==> config.mk <==
export PLATFORM = sky130hd
export DESIGN_NAME = alu_req_arbiter_flat
export DESIGN_NICKNAME = d
export VERILOG_FILES = /design/src/rtl/alu_req_arbiter_if.sv /design/src/rtl/alu_req_arbiter.sv /design/src/flat_wrapper.sv
export SDC_FILE = /design/constraint.sdc
export NUM_CORES = 1
export LEC_CHECK = 0
export CAP_MARGIN = 15
export CORE_MARGIN = 5
export CORE_UTILIZATION = 34
export CTS_BUF_LIST = sky130_fd_sc_hd__clkbuf_8
export DETAILED_ROUTE_END_ITERATION = 8
export GPL_TIMING_DRIVEN = 0
export PLACE_DENSITY = 0.74
export SETUP_SLACK_MARGIN = 0.2
export SLEW_MARGIN = 25
export SYNTH_ARGS = -nofsm -noshare
export SYNTH_HDL_FRONTEND = slang
export SYNTH_SLANG_ARGS = --single-unit
==> constraint.sdc <==
create_clock -name CLK -period 3.3 [get_ports CLK]
set_input_delay 0.825 -clock CLK [delete_from_list [all_inputs] [get_ports CLK]]
set_output_delay 0.825 -clock CLK [all_outputs]
set_load 0.005 [all_outputs]
==> src/rtl/alu_req_arbiter_if.sv <==
// Bundle of request, shared-ALU and response signals for alu_req_arbiter.
// slave  : the arbiter side (takes requests, drives the ALU, returns responses).
// master : the environment side (requesters, ALU units, response consumer).
interface alu_req_arbiter_if #(
    parameter int In_out = 16
);
    logic              REQ0_VALID;
    logic              REQ1_VALID;
    logic              REQ0_READY;
    logic              REQ1_READY;
    logic [In_out-1:0] REQ0_A;
    logic [In_out-1:0] REQ0_B;
    logic [In_out-1:0] REQ1_A;
    logic [In_out-1:0] REQ1_B;
    logic [3:0]        REQ0_FUN;
    logic [3:0]        REQ1_FUN;

    logic [In_out-1:0] ALU_A;
    logic [In_out-1:0] ALU_B;
    logic [3:0]        ALU_FUN;
    logic              ARITH_EN;
    logic              LOGIC_EN;
    logic              CMP_EN;
    logic              SHIFT_EN;
    logic [In_out-1:0] ALU_OUT;
    logic              ALU_FLAG;

    logic              RSP_VALID;
    logic              RSP_READY;
    logic              RSP_ID;
    logic [In_out-1:0] RSP_DATA;
    logic              RSP_FLAG;

    modport slave (
        input  REQ0_VALID, REQ1_VALID, REQ0_A, REQ0_B, REQ1_A, REQ1_B, REQ0_FUN, REQ1_FUN,
        output REQ0_READY, REQ1_READY,
        output ALU_A, ALU_B, ALU_FUN, ARITH_EN, LOGIC_EN, CMP_EN, SHIFT_EN,
        input  ALU_OUT, ALU_FLAG,
        output RSP_VALID, RSP_ID, RSP_DATA, RSP_FLAG,
        input  RSP_READY
    );

    modport master (
        output REQ0_VALID, REQ1_VALID, REQ0_A, REQ0_B, REQ1_A, REQ1_B, REQ0_FUN, REQ1_FUN,
        input  REQ0_READY, REQ1_READY,
        input  ALU_A, ALU_B, ALU_FUN, ARITH_EN, LOGIC_EN, CMP_EN, SHIFT_EN,
        output ALU_OUT, ALU_FLAG,
        input  RSP_VALID, RSP_ID, RSP_DATA, RSP_FLAG,
        output RSP_READY
    );
endinterface

==> src/rtl/alu_req_arbiter.sv <==
// Two-requester arbiter in front of a shared, registered ALU.
// One operation in flight: IDLE (grant) -> EXEC (one unit enabled) ->
// CAPT (unit output settles, captured at end) -> RESP (hold until taken).
// Build option: define ALU_ARB_RR_EN for round-robin tie-break; without it
// requester 0 always wins a tie and no pointer register exists.
module alu_req_arbiter #(
    parameter int In_out = 16
) (
    input logic              CLK,
    input logic              RST,
    alu_req_arbiter_if.slave bus
);

    typedef enum logic [1:0] {
        IDLE = 2'd0,
        EXEC = 2'd1,
        CAPT = 2'd2,
        RESP = 2'd3
    } state_t;

    state_t            state;
    state_t            state_nxt;

    logic              grant_vld;
    logic              grant_id;
    logic              accept;

    logic [In_out-1:0] a_p0;
    logic [In_out-1:0] b_p0;
    logic [3:0]        fun_p0;
    logic              id_p0;

    logic [In_out-1:0] data_p1;
    logic              flag_p1;
    logic              id_p1;

    assign grant_vld = bus.REQ0_VALID | bus.REQ1_VALID;
    assign accept    = (state == IDLE) && grant_vld;

`ifdef ALU_ARB_RR_EN
    logic rr_ptr;

    // Tie-break pointer: names the requester that wins the next tie, moves only on accept.
    always_ff @(posedge CLK or negedge RST) begin
        if (!RST) begin
            rr_ptr <= 1'b0;
        end else if (accept) begin
            rr_ptr <= ~grant_id;
        end
    end

    // Tie goes to the pointer; otherwise the single valid requester wins.
    always_comb begin
        if (bus.REQ0_VALID && bus.REQ1_VALID) begin
            grant_id = rr_ptr;
        end else begin
            grant_id = bus.REQ1_VALID;
        end
    end
`else
    // Fixed priority: requester 1 only when requester 0 is idle.
    assign grant_id = bus.REQ1_VALID & ~bus.REQ0_VALID;
`endif

    // State register.
    always_ff @(posedge CLK or negedge RST) begin
        if (!RST) begin
            state <= IDLE;
        end else begin
            state <= state_nxt;
        end
    end

    // Next state, grant strobes and the single-cycle unit enable.
    always_comb begin
        state_nxt      = state;
        bus.REQ0_READY = 1'b0;
        bus.REQ1_READY = 1'b0;
        bus.ARITH_EN   = 1'b0;
        bus.LOGIC_EN   = 1'b0;
        bus.CMP_EN     = 1'b0;
        bus.SHIFT_EN   = 1'b0;
        case (state)
            IDLE: begin
                if (grant_vld) begin
                    bus.REQ0_READY = ~grant_id;
                    bus.REQ1_READY = grant_id;
                    state_nxt      = EXEC;
                end
            end
            EXEC: begin
                case (fun_p0[3:2])
                    2'b00: bus.ARITH_EN = 1'b1;
                    2'b01: bus.LOGIC_EN = 1'b1;
                    2'b10: bus.CMP_EN   = 1'b1;
                    2'b11: bus.SHIFT_EN = 1'b1;
                endcase
                state_nxt = CAPT;
            end
            CAPT: begin
                state_nxt = RESP;
            end
            RESP: begin
                if (bus.RSP_READY) begin
                    state_nxt = IDLE;
                end
            end
            default: begin
                state_nxt = IDLE;
            end
        endcase
    end

    // ---- stage p0: winner's operands latched on the accept edge ----
    // Private copy so the requester may change its inputs once accepted.
    always_ff @(posedge CLK or negedge RST) begin
        if (!RST) begin
            a_p0   <= '0;
            b_p0   <= '0;
            fun_p0 <= '0;
            id_p0  <= 1'b0;
        end else if (accept) begin
            a_p0   <= grant_id ? bus.REQ1_A   : bus.REQ0_A;
            b_p0   <= grant_id ? bus.REQ1_B   : bus.REQ0_B;
            fun_p0 <= grant_id ? bus.REQ1_FUN : bus.REQ0_FUN;
            id_p0  <= grant_id;
        end
    end

    // ---- stage p1: registered unit result captured at the end of CAPT ----
    // Response fields only ever change here, so they stay stable through RESP.
    always_ff @(posedge CLK or negedge RST) begin
        if (!RST) begin
            data_p1 <= '0;
            flag_p1 <= 1'b0;
            id_p1   <= 1'b0;
        end else if (state == CAPT) begin
            data_p1 <= bus.ALU_OUT;
            flag_p1 <= bus.ALU_FLAG;
            id_p1   <= id_p0;
        end
    end

    assign bus.ALU_A     = a_p0;
    assign bus.ALU_B     = b_p0;
    assign bus.ALU_FUN   = fun_p0;

    assign bus.RSP_VALID = (state == RESP);
    assign bus.RSP_ID    = id_p1;
    assign bus.RSP_DATA  = data_p1;
    assign bus.RSP_FLAG  = flag_p1;

endmodule

==> src/flat_wrapper.sv <==
// flat-port wrapper written by rule: the top's interface ports become plain ports
module alu_req_arbiter_flat 
#(
    parameter int In_out = 16
)
  (CLK, RST, bus_REQ0_VALID, bus_REQ1_VALID, bus_REQ0_A, bus_REQ0_B, bus_REQ1_A, bus_REQ1_B, bus_REQ0_FUN, bus_REQ1_FUN, bus_REQ0_READY, bus_REQ1_READY, bus_ALU_A, bus_ALU_B, bus_ALU_FUN, bus_ARITH_EN, bus_LOGIC_EN, bus_CMP_EN, bus_SHIFT_EN, bus_ALU_OUT, bus_ALU_FLAG, bus_RSP_VALID, bus_RSP_ID, bus_RSP_DATA, bus_RSP_FLAG, bus_RSP_READY);
  alu_req_arbiter_if #(.In_out(In_out)) bus_i ();
  input logic CLK;
  input logic RST;
  input wire logic [$bits(bus_i.REQ0_VALID)-1:0] bus_REQ0_VALID;
  input wire logic [$bits(bus_i.REQ1_VALID)-1:0] bus_REQ1_VALID;
  input wire logic [$bits(bus_i.REQ0_A)-1:0] bus_REQ0_A;
  input wire logic [$bits(bus_i.REQ0_B)-1:0] bus_REQ0_B;
  input wire logic [$bits(bus_i.REQ1_A)-1:0] bus_REQ1_A;
  input wire logic [$bits(bus_i.REQ1_B)-1:0] bus_REQ1_B;
  input wire logic [$bits(bus_i.REQ0_FUN)-1:0] bus_REQ0_FUN;
  input wire logic [$bits(bus_i.REQ1_FUN)-1:0] bus_REQ1_FUN;
  output wire logic [$bits(bus_i.REQ0_READY)-1:0] bus_REQ0_READY;
  output wire logic [$bits(bus_i.REQ1_READY)-1:0] bus_REQ1_READY;
  output wire logic [$bits(bus_i.ALU_A)-1:0] bus_ALU_A;
  output wire logic [$bits(bus_i.ALU_B)-1:0] bus_ALU_B;
  output wire logic [$bits(bus_i.ALU_FUN)-1:0] bus_ALU_FUN;
  output wire logic [$bits(bus_i.ARITH_EN)-1:0] bus_ARITH_EN;
  output wire logic [$bits(bus_i.LOGIC_EN)-1:0] bus_LOGIC_EN;
  output wire logic [$bits(bus_i.CMP_EN)-1:0] bus_CMP_EN;
  output wire logic [$bits(bus_i.SHIFT_EN)-1:0] bus_SHIFT_EN;
  input wire logic [$bits(bus_i.ALU_OUT)-1:0] bus_ALU_OUT;
  input wire logic [$bits(bus_i.ALU_FLAG)-1:0] bus_ALU_FLAG;
  output wire logic [$bits(bus_i.RSP_VALID)-1:0] bus_RSP_VALID;
  output wire logic [$bits(bus_i.RSP_ID)-1:0] bus_RSP_ID;
  output wire logic [$bits(bus_i.RSP_DATA)-1:0] bus_RSP_DATA;
  output wire logic [$bits(bus_i.RSP_FLAG)-1:0] bus_RSP_FLAG;
  input wire logic [$bits(bus_i.RSP_READY)-1:0] bus_RSP_READY;
  assign bus_i.REQ0_VALID = bus_REQ0_VALID;
  assign bus_i.REQ1_VALID = bus_REQ1_VALID;
  assign bus_i.REQ0_A = bus_REQ0_A;
  assign bus_i.REQ0_B = bus_REQ0_B;
  assign bus_i.REQ1_A = bus_REQ1_A;
  assign bus_i.REQ1_B = bus_REQ1_B;
  assign bus_i.REQ0_FUN = bus_REQ0_FUN;
  assign bus_i.REQ1_FUN = bus_REQ1_FUN;
  assign bus_REQ0_READY = bus_i.REQ0_READY;
  assign bus_REQ1_READY = bus_i.REQ1_READY;
  assign bus_ALU_A = bus_i.ALU_A;
  assign bus_ALU_B = bus_i.ALU_B;
  assign bus_ALU_FUN = bus_i.ALU_FUN;
  assign bus_ARITH_EN = bus_i.ARITH_EN;
  assign bus_LOGIC_EN = bus_i.LOGIC_EN;
  assign bus_CMP_EN = bus_i.CMP_EN;
  assign bus_SHIFT_EN = bus_i.SHIFT_EN;
  assign bus_i.ALU_OUT = bus_ALU_OUT;
  assign bus_i.ALU_FLAG = bus_ALU_FLAG;
  assign bus_RSP_VALID = bus_i.RSP_VALID;
  assign bus_RSP_ID = bus_i.RSP_ID;
  assign bus_RSP_DATA = bus_i.RSP_DATA;
  assign bus_RSP_FLAG = bus_i.RSP_FLAG;
  assign bus_i.RSP_READY = bus_RSP_READY;
  alu_req_arbiter #(.In_out(In_out)) u_core (.CLK(CLK), .RST(RST), .bus(bus_i));
endmodule
==> results of run 1 <==
==> sequential cells by signal, indices dropped and copies added (netlist names) <==
register             flops
u_core.bus.ALU_A        16
u_core.bus.ALU_B        16
u_core.bus.ALU_FUN       4
u_core.bus.RSP_DATA     16
u_core.bus.RSP_FLAG      1
u_core.bus.RSP_ID        1
u_core.id_p0             1
u_core.state             2
==> metal layers <==
metal  GRT usage  part of all wire  up-vias
li1            -                 -     1225
met1       0.224              0.41     1241
met2       0.306              0.48      100
met3      0.0860              0.11        7
met4      0.0421            0.0069        0
met5           0                 0        -
==> how the worst max path moves through the flow <==
stage,start,endpoint,cells after the start
finish,bus_REQ1_VALID,bus_REQ1_READY,5
CTS,u_core.state[0],bus_REQ1_READY,6
detailed placement,bus_REQ1_VALID,bus_REQ1_READY,5
floorplan,bus_REQ1_VALID,bus_REQ1_READY,3
global route,bus_REQ1_VALID,bus_REQ1_READY,5
global placement,RST,u_core.bus.RSP_DATA[5],1
==> where the power goes <==
| part | leakage, µW | switching [µW] | total, µW | internal [µW] |
|---|---|---|---|---|
| sequential | 0.000667 | 267 | 1340 | 1070 |
| clock | 0.0000957 | 260 | 586 | 326 |
| combinational | 0.00101 | 764 | 1990 | 1230 |
==> cells by family (layout without fill, tap and decap cells) <==
logic type,Yosys count,in the layout,share of synthesized area
adders and majority gates,5,5,0.0246
AOI/OAI and AO/OA,106,106,0.253
buffers and inverters,25,195,0.0413
muxes,20,20,0.0881
DFF,57,57,0.561
and+or+nand+nor,17,17,0.0315
==> worst register-to-register path, cell delays in order, from the launching register on <==
cell and delay (ps):
dfrtp_1 410, inv_2 120, ha_1 150, buf_2 230, buf_2 290, mux2_2 370
==> cell usage in the layout, fill, tap and decap left out, drive strengths merged, types with 4 or more instances in the layout <==
master and instances:
a21oi 33, o22ai 64, clkbuf 17, nand2 8
inv 7, clkdlybuf4s50 153, buf 16, nor2 4
mux2 19, dfrtp 57, ha 5
==> timing repair <==
item,4_1_cts,5_1_grt
resized for setup,7,5
endpoints found under the setup margin,2,2
gates cloned,0,0
==> per-stage QoR <==
step	worst slack, ps	std cells	total power, µW	hold WS (ps)
floorplan	1020	230	2220	457
global placement	-500	483	3270	489
detailed placement	-181	484	3340	496
CTS	162	499	3950	426
global route	130	499	4220	439
finish	189	499	3920	423
==> layout make-up <==
class / count / area (µm²) / share of cell area
Sequential cell: 57 / 1430 / 0.321
Timing Repair Buffer: 155 / 1560 / 0.351
Buffer: 19 / 101 / 0.0228
Clock buffer: 12 / 165 / 0.0372
Inverter: 6 / 22.5 / 0.00507
Clock inverter: 3 / 16.3 / 0.00366
Tap cell: 99 / 124 / 0.0279
Multi-Input combinational cell: 148 / 1030 / 0.231
==> cell usage after synthesis (all sizes together) (3+ instances only) <==
cell | instances | area [µm²]
inv | 6 | 22.5
o2bb2ai | 3 | 26.3
a21oi | 33 | 165
clkbuf | 4 | 15.0
buf | 15 | 67.6
o22ai | 64 | 400
nor2 | 4 | 15.0
mux2 | 19 | 214
nand2 | 8 | 30.0
a221o | 3 | 30.0
dfrtp | 57 | 1430
ha | 5 | 62.6
==> impl_results.md, run 1 <==
* GP Congestion at a little under 0.8
* Top_reg_cell synth: dfrtp_1
* RSZ-0062 raised after global routing: true
* Post-synthesis register bit count at 57
* Grt ovf at 0
* Via density at 5.16
* Synth unique cells at 23
* Worst-Skew Late Latency at around 320 ps
* Die Ht at a little under 100 µm
* Core area at 7250 µm²
* Max Slew Vio Count at 0
* CTS tree: done
* Pin count of the biggest net entering global routing at 31
* Synth Cell Area at between 2000 and 3000 µm²
* Area Growth Syn to Fin at 74.7%
* TritonCTS Buffers at 9
* Row count at 31
* Post-Syn Nets at 329
* FF-to-FF path depth at 5
* CP arrival at ~2300 ps
* Ant diodes at 0
* Headroom to the max-slew limit at 0.650
* Final hold viol count at 0
* First-pass GRT wire length at 13300 µm
* Antenna violations before repair at 0
* Run status: finished, final reports clean
* Worst Path Buf+Inv at 4
* Max cap viols at 0
* Post-synth EDFFs at 0
* Layout cell share with drive strength beyond 1 at 0.123
* Worst endpoint required time at 2470 ps
* Warning count from the yosys run at 0
* Routed WL at 8710 µm
* Worst hold-check path type: in -> async
* Reg-to-reg slack, setup at 1610 ps
* # Post-CTS Setup Buffers at 0
* Fmax at roughly 320 MHz
* Clock Path Buffers at 2
* Tcrit/Tclk final at 0.943
* Seq/Total Area, Yosys at 0.561
* Worst VDD drop at roughly 0.51 mV
* Post-DP Area at between 4000 and 5000 µm²
* Largest delay contributor family on the critical path: buffers and inverters
* Setup-failing EPs final at 0
* First-pass detailed-route iteration total at 4
* Starting density of the core at 0.351
* Detailed Place HPWL at 6640 µm
* Lkg Pwr at 0.00177 µW
* Die area at 9310 µm²
* Core Util, Final at 0.612
* Critical path's largest stage delay at 520 ps
* Vias in the first global route at 2724
* Worst reg2reg endpoint: u_core.bus.RSP_DATA[10]
* Clock Pin Slew Worst Setup and Hold Paths at 60 ps
* Clock Skews at 4.97 ps
* Num ports at 155
* Finished Cell Area at about 4400 µm²
* WL/cell at 17.5 µm
* Final ANT Viol Nets at 0
* Critical path type: in -> out
* Setup TNS at 0 ps
* Startpoint Class: input pin
* Starting DRT DRC Count at 87
* Nets@finish at 495
* DIE WIDTH at 96.5 µm
* Worst Max-Slew Pin Slew at 525 ps
* PD cells at about 880 nW/µm²
* Via count at 2573
* DRC Markers at 0
* Fillers at around 630
* Input/output buffers at approximately 150
* Clock root buffer: clkbuf_8
* Slowest cell on crit path: clkdlybuf4s50_1
* CP endpoint kind: output pin
* Post-CTS Hold Buffers at 0
* TritonCTS Sinks at 57
* Total GRT Usage at 0.186
* H-tree levels at 3
* CP cell instances: clkdlybuf4s50_1 > buf_6 > buf_6 > and3_1 > clkdlybuf4s50_1
* CP Max Fanout at 10
* Synth async-reset ratio at 1.00
* Cells after Synth at 230
* RR Startpoint: u_core.state[0]
* Syn Area/Cell at 11.1 µm²
* Final worst path period need at 3110 ps
(Power assumes the default switching activity.)
==> run 2: changes to the inputs <==
--- a/config.mk
+++ b/config.mk
@@ -11,7 +11,7 @@
 export CTS_BUF_LIST = sky130_fd_sc_hd__clkbuf_8
 export DETAILED_ROUTE_END_ITERATION = 8
 export GPL_TIMING_DRIVEN = 0
-export PLACE_DENSITY = 0.74
+export PLACE_DENSITY = 0.77
 export SETUP_SLACK_MARGIN = 0.2
 export SLEW_MARGIN = 25
 export SYNTH_ARGS = -nofsm -noshare
==> constraint.sdc (replaced) <==
create_clock -name CLK -period 2.8 [get_ports CLK]
set_input_delay 0.7 -clock CLK [delete_from_list [all_inputs] [get_ports CLK]]
set_output_delay 0.7 -clock CLK [all_outputs]
set_load 0.005 [all_outputs]
==> impl_results.md, run 2 (synthesis gave the netlist of run 1 again) <==
* CTS tree: done
* Antenna violations before repair at 0 (unchanged)
* First-pass GRT wire length at 13200 µm (-1.1%)
* Clock Path Buffers at 2 (unchanged)
* Routed WL at 8650 µm (-0.67%)
* WL/cell at 17.3 µm (-0.86%)
* Die area at 9310 µm² (unchanged)
* Setup-failing EPs final at 0 (unchanged)
* Worst hold-check path type: in -> async
* Headroom to the max-slew limit at 0.644 (-0.00600)
* TritonCTS Buffers at 9 (unchanged)
* Pin count of the biggest net entering global routing at 37 (+19%)
* Worst Path Buf+Inv at 4 (unchanged)
* Final hold viol count at 0 (unchanged)
* Worst-Skew Late Latency at 310 ps (about the same)
* Commonest non-fill, non-tap cell in the layout: clkdlybuf4s50_1
* Fmax at roughly 400 MHz
* WP depth at 5 (unchanged)
* Worst VDD drop at 0.591 mV (+15%)
* Slowest cell on crit path: clkdlybuf4s50_1
* CP arrival at 1830 ps (-460 ps)
* Startpoint Class: input pin
* Input/output buffers at 154 (unchanged)
* Post-CTS Hold Buffers at 0 (unchanged)
* Ant diodes at 0 (unchanged)
* Overall Power at 4680 µW (+20%)
* Most common cell on crit path: buf_6
* Vias in the first global route at 2685 (-1.4%)
* Placed Cells at 484 (unchanged)
* Core area at 7250 µm² (unchanged)
* Worst endpoint required time at 2100 ps (-370 ps)
* Grt ovf at 0 (unchanged)
* Clock root buffer: clkbuf_8
* Run status: finished, final reports clean
* H-tree levels at 3 (unchanged)
* GP Congestion at 0.772 (unchanged)
* DRC Markers at 0 (unchanged)
* Via density at 5.17 (+0.23%)
* Clock Skews at 4.80 ps (-0.172 ps)
* Row count at 31 (unchanged)
* Footprint of the multi-input gates at 1030 µm² (unchanged)
* Pre-CTS setup slack at -462 ps (-281 ps)
* Layout cell share with drive strength beyond 1 at 0.130 (+0.00718)
* Max Slew Vio Count at 0 (unchanged)
* Nets@finish at 496 (+0.20%)
* PD cells at 1050 nW/µm² (+19%)
* Worst setup margin at 272 ps (+82.9 ps)
* Largest delay contributor family on the critical path: buffers and inverters
* CP cell instances: clkdlybuf4s50_1 > buf_6 > buf_6 > and3_1 > dlygate4sd2_1
* Lkg Pwr at 0.00179 µW (+1.2%)
* Starting density of the core at 0.351 (unchanged)
* CP Max Fanout at 10 (unchanged)
* Worst Max-Slew Pin Slew at 534 ps (+8.99 ps)
* DIE WIDTH at 96.5 µm (unchanged)
* Area Growth Syn to Fin at 75.5%
* Critical path type: in -> out
* CP endpoint kind: output pin
* Final worst path period need at 2530 ps
* Critical path's largest stage delay at 490 ps (-30 ps)
* Die Ht at 96.5 µm (unchanged)
* RSZ-0062 raised after global routing: false
* Num ports at 155 (unchanged)
* Fillers at 628 (-0.48%)
* TritonCTS Sinks at 57 (unchanged)
* Max cap viols at 0 (unchanged)
* Via count at 2584 (+0.43%)
* Commonest non-fill, non-tap cells in the layout: clkdlybuf4s50_1, o22ai_1, dfrtp_1
* First-pass detailed-route iteration total at 4 (unchanged)
* Reg area at 1430 µm² (unchanged)
* Clock Pin Slew Worst Setup and Hold Paths at 70 ps (about the same)
* Starting DRT DRC Count at 83 (-4.6%)
* Final ANT Viol Nets at 0 (unchanged)
* Tcrit/Tclk final at 0.903
* Total GRT Usage at 0.183 (-0.00342)
* FF-to-FF path depth at 5 (unchanged)
* Final Instance Count excl. Fillers at 500 (+0.20%)
* Detailed Place HPWL at 6560 µm (-1.2%)
-- run 2: changes by cell type in the layout (fill, tap and decap cells not counted), moves of 2 or more --
cell             before  now
clkdlybuf4s50_1     153  151
dlygate4sd2_1         0    2
inv_1                 4    2
inv_2                 3    5
-- run 2: per-layer routing --
| layer | vias up | track usage | share of wire |
|---|---|---|---|
| li1 | 1227 | - | - |
| met1 | 1227 | 0.226 | 0.40 |
| met2 | 121 | 0.294 | 0.47 |
| met3 | 9 | 0.0736 | 0.12 |
| met4 | 0 | 0.0561 | 0.011 |
| met5 | - | 0 | 0 |
-- run 2: cell type report --
class,instances,share of cell area
Timing Repair Buffer,156,0.350
Sequential cell,57,0.320
Multi-Input combinational cell,148,0.230
Clock buffer,11,0.0339
Tap cell,99,0.0278
Buffer,19,0.0235
Clock inverter,4,0.00981
Inverter,6,0.00505
-- run 2: worst reg2reg max path: stages (launching register included) --
cell and delay, ps:
dfrtp_1 400, inv_2 110, ha_1 150, buf_2 240
buf_2 290, mux2_2 360
-- run 2: final timing paths --
path                                         from                endpoint  slack [ps]
min                                           RST     u_core.bus.ALU_B[5]         260
max reg2reg                       u_core.state[0]  u_core.bus.RSP_DATA[8]        1130
max                                bus_REQ1_VALID          bus_REQ1_READY         270
max in group asynchronous                     RST  u_core.bus.RSP_DATA[3]        2050
min reg2reg                u_core.bus.RSP_DATA[5]  u_core.bus.RSP_DATA[5]         510
min in group CLK           u_core.bus.RSP_DATA[5]  u_core.bus.RSP_DATA[5]         510
-- run 2: metrics by stage --
| stage | hold WS (ps) | setup TNS, ps | instance area [µm²] | util |
|---|---|---|---|---|
| 2_1_floorplan | 404 | 0 | 2540 | - |
| 3_3_place_gp | 489 | -48640 | 4210 | 0.580 |
| 3_5_place_dp | 498 | -555 | 4230 | 0.583 |
| 4_1_cts | 260 | 0 | 4460 | 0.615 |
| 5_1_grt | 273 | 0 | 4460 | 0.615 |
| 6_report | 259 | 0 | 4460 | 0.615 |
-- run 2: repair_timing --
item / in CTS / in global routing
setup buffers: 1 / 0
resized for setup: 17 / 0
setup endpoints to repair: 2 / 0
-- run 2: power breakdown --
group | total [µW] | switching [µW] | internal, µW | leakage [µW]
Combinational | 2350 | 899 | 1450 | 0.00102
Clock | 756 | 308 | 448 | 0.000106
Sequential | 1580 | 312 | 1260 | 0.000667
==> run 3: changes to the inputs <==
--- a/config.mk
+++ b/config.mk
@@ -5,7 +5,7 @@
 export SDC_FILE = /design/constraint.sdc
 export NUM_CORES = 1
 export LEC_CHECK = 0
-export CAP_MARGIN = 15
+export CAP_MARGIN = 20
 export CORE_MARGIN = 5
 export CORE_UTILIZATION = 34
 export CTS_BUF_LIST = sky130_fd_sc_hd__clkbuf_8
==> results of run 3 <==
The final DEF is identical to that of run 2; final timing and power are the same.
==> patch 1: new RTL, flow settings as in run 2 <==
Encoding of `state_t`: now one-hot (4 bits for 4 states).
--- a/src/rtl/alu_req_arbiter.sv
+++ b/src/rtl/alu_req_arbiter.sv
@@ -11,11 +11,11 @@
     alu_req_arbiter_if.slave bus
 );
 
-    typedef enum logic [1:0] {
-        IDLE = 2'd0,
-        EXEC = 2'd1,
-        CAPT = 2'd2,
-        RESP = 2'd3
+    typedef enum logic [3:0] {
+        IDLE = 4'b0001,
+        EXEC = 4'b0010,
+        CAPT = 4'b0100,
+        RESP = 4'b1000
     } state_t;
 
     state_t            state;
Behaviour: same outputs for any inputs over 10 cycles, from zero or initial values and one cycle with RST low; not proved beyond that.
==> patch 1 against run 2 <==
- power fell by 3.7%
- sequential cell count up 2
- register-to-register slack worse by 0.15 ns
- worst setup slack worse by 0.051 ns
- die area increased by 11%
- non-clock buffer count is 6 lower
- critical path depth shrank 2
- worst hold slack improved by 0.041 ns
- final area rose by 7.7%
- area after synthesis up 13%
- routed wire length decreased by 15%
- highest routed layer unchanged
==> patch 1: results (changes against run 2) <==
run_status:
  status: "completed"  # unchanged
pwr:
  powerClk_uw: 750  # was 756 µW
  seqPwrFrac_pct: 34.5  # was 33.7%
  ir_drop_uv: 446  # was 591 µV
  p_sw_share_pct: 27.2  # was 32.4%
  p_switching_uw: 1230  # was 1520 µW
  power_leakage_uw: 0.00205  # was 0.00179 µW
final_layout:
  nNonClkBuffers: 169  # was 175
  nClkBuffers: 10  # was 11
  nets: 446  # was 496
  antennaDiodeCount: 0  # unchanged
  inv_count: 2  # was 6
  nonClkBufAreaFrac_pct: 35.7  # was 37.4%
  nMultiInputCombCells: 111  # was 148
  drive_gt1_share_pct: 34.2  # was 13.0%
  final-clk-cell-share_pct: 4.04  # was 4.37%
  final-seq-area_um2: 1480  # was 1430 µm²
  multi_input_comb_area_um2: 1280  # was 1030 µm²
  final_util_pct: 58.5  # was 61.5%
  filler_cell_count: 710  # was 628
clock_network:
  h-tree-depth: 3  # unchanged
  cts_made_buffers: 9  # unchanged
  post_cts_resized: 12  # was 17
  root_buffer: "clkbuf_8"  # unchanged
  post-cts-setup-buffers: 3  # was 1
  clk_latency_ns: 0.32
placement:
  place.gp.congestion: 0.738  # was 0.772
  place_ws_ns: -0.337  # was -0.462 ns
  dp_hpwl_um: 5690  # was 6560 µm
  dp_cells: 442  # was 484
  post_dp_cell_area_um2: 4560  # was 4230 µm²
  io_buffers: 154  # unchanged
route:
  vias: 2100  # was 2584
  wl_met2_um: 3590  # was 4050 µm
  drt-met1-wl_um: 2950  # was 3490 µm
  routed_wl_um: 7360  # was 8650 µm
  first_iter_violations: 39  # was 83
  via_per_inst: 4.55  # was 5.17
  met3_length_um: 789  # was 1010 µm
grt:
  grt_use_total_pct: 14.1  # was 18.3%
  use_met3_pct: 6.55  # was 7.36%
  use_met1_pct: 16.4  # was 22.6%
  grt_pass1_vias: 2342  # was 2685
  grt_pass1_wl_um: 11300  # was 13200 µm
  met2_usage_pct: 24.0  # was 29.4%
  antenna_found_initial: 0  # unchanged
  grt_max_degree: 31  # was 37
logic_synthesis:
  ys_ff_latch: 59  # was 57
  synth_cell_types: 25  # was 23
  syn-num-nets: 276  # was 329
  synthTopCellsByArea: "dfrtp_1 51%, mux2_2 25%, mux2_4 10%"  # was dfrtp_1 56%, o22ai_1 16%, mux2_2 8.0%
  ys_top_cells_by_count: "63 x mux2_2, 58 x dfrtp_1, 20 x mux2_4, 7 x mux2_1, 4 x buf_6"  # was 64 x o22ai_1, 57 x dfrtp_1, 33 x a21oi_1, 18 x mux2_2, 9 x buf_2
  ys_seq_area_share_pct: 51.5  # was 56.1%
  synthCells: 182  # was 230
sta:
  relSlewSlack_pct: 70.9  # was 64.4%
  finalClockSkew_ns: 0.00437  # was 0.00480 ns
setup_path:
  crit_slowest_cell: "clkdlybuf4s50_1"  # unchanged
  arrival_ns: 1.88  # was 1.83 ns
  cpPeakStageDelay_ns: 0.60  # was 0.49 ns
  path_max_fanout: 3  # was 10
patch 1: path summary, 6_finish.rpt:
kind,start,slack [ns],depth (start not counted),end
worst max-delay path,u_core.state[0]$_DFFE_PN1P_,0.22,3,bus_RSP_VALID
worst min-delay path,RST,0.30,1,u_core.bus.ALU_A[6]$_DFFE_PN0P_
worst max register to register,u_core.state[0]$_DFFE_PN1P_,0.98,6,u_core.bus.ALU_B[15]$_DFFE_PN0P_
worst min register to register,u_core.bus.RSP_DATA[13]$_DFFE_PN0N_,0.49,1,u_core.bus.RSP_DATA[13]$_DFFE_PN0N_
max in group asynchronous,RST,2.01,2,u_core.bus.RSP_DATA[7]$_DFFE_PN0N_
min in group CLK,u_core.bus.RSP_DATA[13]$_DFFE_PN0N_,0.49,1,u_core.bus.RSP_DATA[13]$_DFFE_PN0N_
patch 1: cell families (layout without fill, tap and decap cells):
group	after synthesis	in the layout	share of synthesized area, %
flops	59	59	51.5
mux	90	90	38.0
compound gates	5	5	1.35
simple gates	16	16	4.41
buf+inv	12	187	4.71
==> patch 2: new RTL, settings of run 2 <==
Made on the original files. `In_out` is set to 16 in 3 places; all go to 8.
--- a/src/rtl/alu_req_arbiter_if.sv
+++ b/src/rtl/alu_req_arbiter_if.sv
@@ -2,7 +2,7 @@
 // slave  : the arbiter side (takes requests, drives the ALU, returns responses).
 // master : the environment side (requesters, ALU units, response consumer).
 interface alu_req_arbiter_if #(
-    parameter int In_out = 16
+    parameter int In_out = 8
 );
     logic              REQ0_VALID;
     logic              REQ1_VALID;
--- a/src/rtl/alu_req_arbiter.sv
+++ b/src/rtl/alu_req_arbiter.sv
@@ -4,7 +4,7 @@
 // Build option: define ALU_ARB_RR_EN for round-robin tie-break; without it
 // requester 0 always wins a tie and no pointer register exists.
 module alu_req_arbiter #(
-    parameter int In_out = 16
+    parameter int In_out = 8
 ) (
     input logic              CLK,
     input logic              RST,
--- a/src/flat_wrapper.sv
+++ b/src/flat_wrapper.sv
@@ -1,7 +1,7 @@
 // flat-port wrapper written by rule: the top's interface ports become plain ports
 module alu_req_arbiter_flat 
 #(
-    parameter int In_out = 16
+    parameter int In_out = 8
 )
   (CLK, RST, bus_REQ0_VALID, bus_REQ1_VALID, bus_REQ0_A, bus_REQ0_B, bus_REQ1_A, bus_REQ1_B, bus_REQ0_FUN, bus_REQ1_FUN, bus_REQ0_READY, bus_REQ1_READY, bus_ALU_A, bus_ALU_B, bus_ALU_FUN, bus_ARITH_EN, bus_LOGIC_EN, bus_CMP_EN, bus_SHIFT_EN, bus_ALU_OUT, bus_ALU_FLAG, bus_RSP_VALID, bus_RSP_ID, bus_RSP_DATA, bus_RSP_FLAG, bus_RSP_READY);
   alu_req_arbiter_if #(.In_out(In_out)) bus_i ();
Ports: changed (8 resized); port bits go from 155 to 91. The function was not compared with the original's and may differ.
==> patch 2 against run 2 <==
- final area fell by 39%
- critical endpoint is now bus_REQ0_READY
- clock skew barely moved
- sequential power fell by 42%
- worst setup slack improved by 0.012 ns
- routed wire length fell by 44%
- largest cell class unchanged
- synthesized cell count fell by 39%
- area after synthesis fell by 39%
- worst hold slack improved by 0.099 ns
- power fell by 40%
- sequential cell count fell by 24
- combinational power fell by 37%
- via count fell by 40%
- highest routed layer unchanged
- maximum frequency rose by 0.50%
==> patch 2: results (changes against run 2) <==
grt:
  grt_pass1_vias: 1662  # was 2685
  use_met1_pct: 19.3  # was 22.6%
  use_met3_pct: 4.86  # was 7.36%
  met2_usage_pct: 28.5  # was 29.4%
  grt_use_total_pct: 16.2  # was 18.3%
  grt_max_degree: 18  # was 37
  grt_pass1_wl_um: 7870  # was 13200 µm
final_layout:
  nFlopsAndLatches: 33  # was 57
  inv_count: 6  # unchanged
  drive_gt1_share_pct: 15.8  # was 13.0%
  final_util_pct: 61.7  # was 61.5%
  final-clk-cell-share_pct: 3.75  # was 4.37%
  final-seq-area_um2: 826  # was 1430 µm²
  nonClkBufAreaFrac_pct: 37.7  # was 37.4%
  multi_input_comb_area_um2: 664  # was 1030 µm²
  nMultiInputCombCells: 92  # was 148
  filler_cell_count: 382  # was 628
  final_cell_count_no_fill: 293  # was 500
  nClkBuffers: 7  # was 11
  nets: 299  # was 496
  nNonClkBuffers: 102  # was 175
route:
  drt-met1-wl_um: 2010  # was 3490 µm
  wire_per_inst_um: 16.6  # was 17.3 µm
  vias: 1548  # was 2584
  first_iter_violations: 66  # was 83
  dr.max_layer_used: "met4"  # unchanged
  wl_met2_um: 2450  # was 4050 µm
  met3_length_um: 352  # was 1010 µm
placement:
  post_dp_cell_area_um2: 2540  # was 4230 µm²
  place.gp.congestion: 0.700  # was 0.772
  dp_cells: 283  # was 484
  place_ws_ns: -0.348  # was -0.462 ns
  dp_hpwl_um: 3650  # was 6560 µm
  io_buffers: 90  # was 154
clock_network:
  post-cts-setup-buffers: 2  # was 1
  h-tree-depth: 2  # was 3
  clk_pin_slew_worst_paths_ns: 0.07  # about the same
  cts_made_buffers: 5  # was 9
  clk_latency_ns: 0.28  # was 0.31 ns
  root_buffer: "clkbuf_8"  # unchanged
setup_path:
  cpPeakStageDelay_ns: 0.51  # was 0.49 ns
  path_max_fanout: 8  # was 10
floorplan:
  core_um2: 4380  # was 7250 µm²
sta:
  worstMarginPinSlew_ns: 0.504  # was 0.534 ns
  finalClockSkew_ns: 0.00441  # was 0.00480 ns
logic_synthesis:
  synthTopCellsByArea: "dfrtp_1 53%, o22ai_1 13%, mux2_2 7.2%"  # was dfrtp_1 56%, o22ai_1 16%, mux2_2 8.0%
  synthCells: 140  # was 230
  synth-async-reset-ratio_pct: 100  # unchanged
  yosysWarnings: 0  # unchanged
  synth_fa_ha_area_share_pct: 4.02  # was 2.46%
  synth.mux.area_fraction_pct: 8.85  # was 8.81%
  ys_top_cells_by_count: "33 x dfrtp_1, 32 x o22ai_1, 17 x a21oi_1, 10 x mux2_2, 7 x nand2_1"  # was 64 x o22ai_1, 57 x dfrtp_1, 33 x a21oi_1, 18 x mux2_2, 9 x buf_2
  synth_cell_types: 26  # was 23
  synth_compound_area_share_pct: 24.2  # was 25.3%
  ys_seq_area_share_pct: 53.1  # was 56.1%
  syn-num-nets: 199  # was 329
pwr:
  power_leakage_uw: 0.00113  # was 0.00179 µW
  ir_drop_uv: 561  # was 591 µV
run_status:
  status: "completed"  # unchanged
[patch 2: final timing paths]
kind | startpoint | to | slack (ns) | depth (start not counted)
max | bus_REQ0_VALID | bus_REQ0_READY | 0.28 | 4
min | RST | u_core.bus.ALU_A[3]$_DFFE_PN0P_ | 0.36 | 1
max reg2reg | u_core.state[0]$_DFFE_PN0P_ | u_core.bus.ALU_B[4]$_DFFE_PN0P_ | 1.16 | 7
min reg2reg | u_core.bus.RSP_DATA[0]$_DFFE_PN0N_ | u_core.bus.RSP_DATA[0]$_DFFE_PN0N_ | 0.51 | 1
max in group asynchronous | RST | u_core.bus.ALU_A[0]$_DFFE_PN0P_ | 2.00 | 2
min in group CLK | u_core.bus.RSP_DATA[0]$_DFFE_PN0N_ | u_core.bus.RSP_DATA[0]$_DFFE_PN0N_ | 0.51 | 1
[patch 2: report_power, final]
group          internal [µW]  leakage (µW)  switching [µW]
Combinational            929      0.000684             556
Clock                    222     0.0000542             170
Sequential               732      0.000387             184
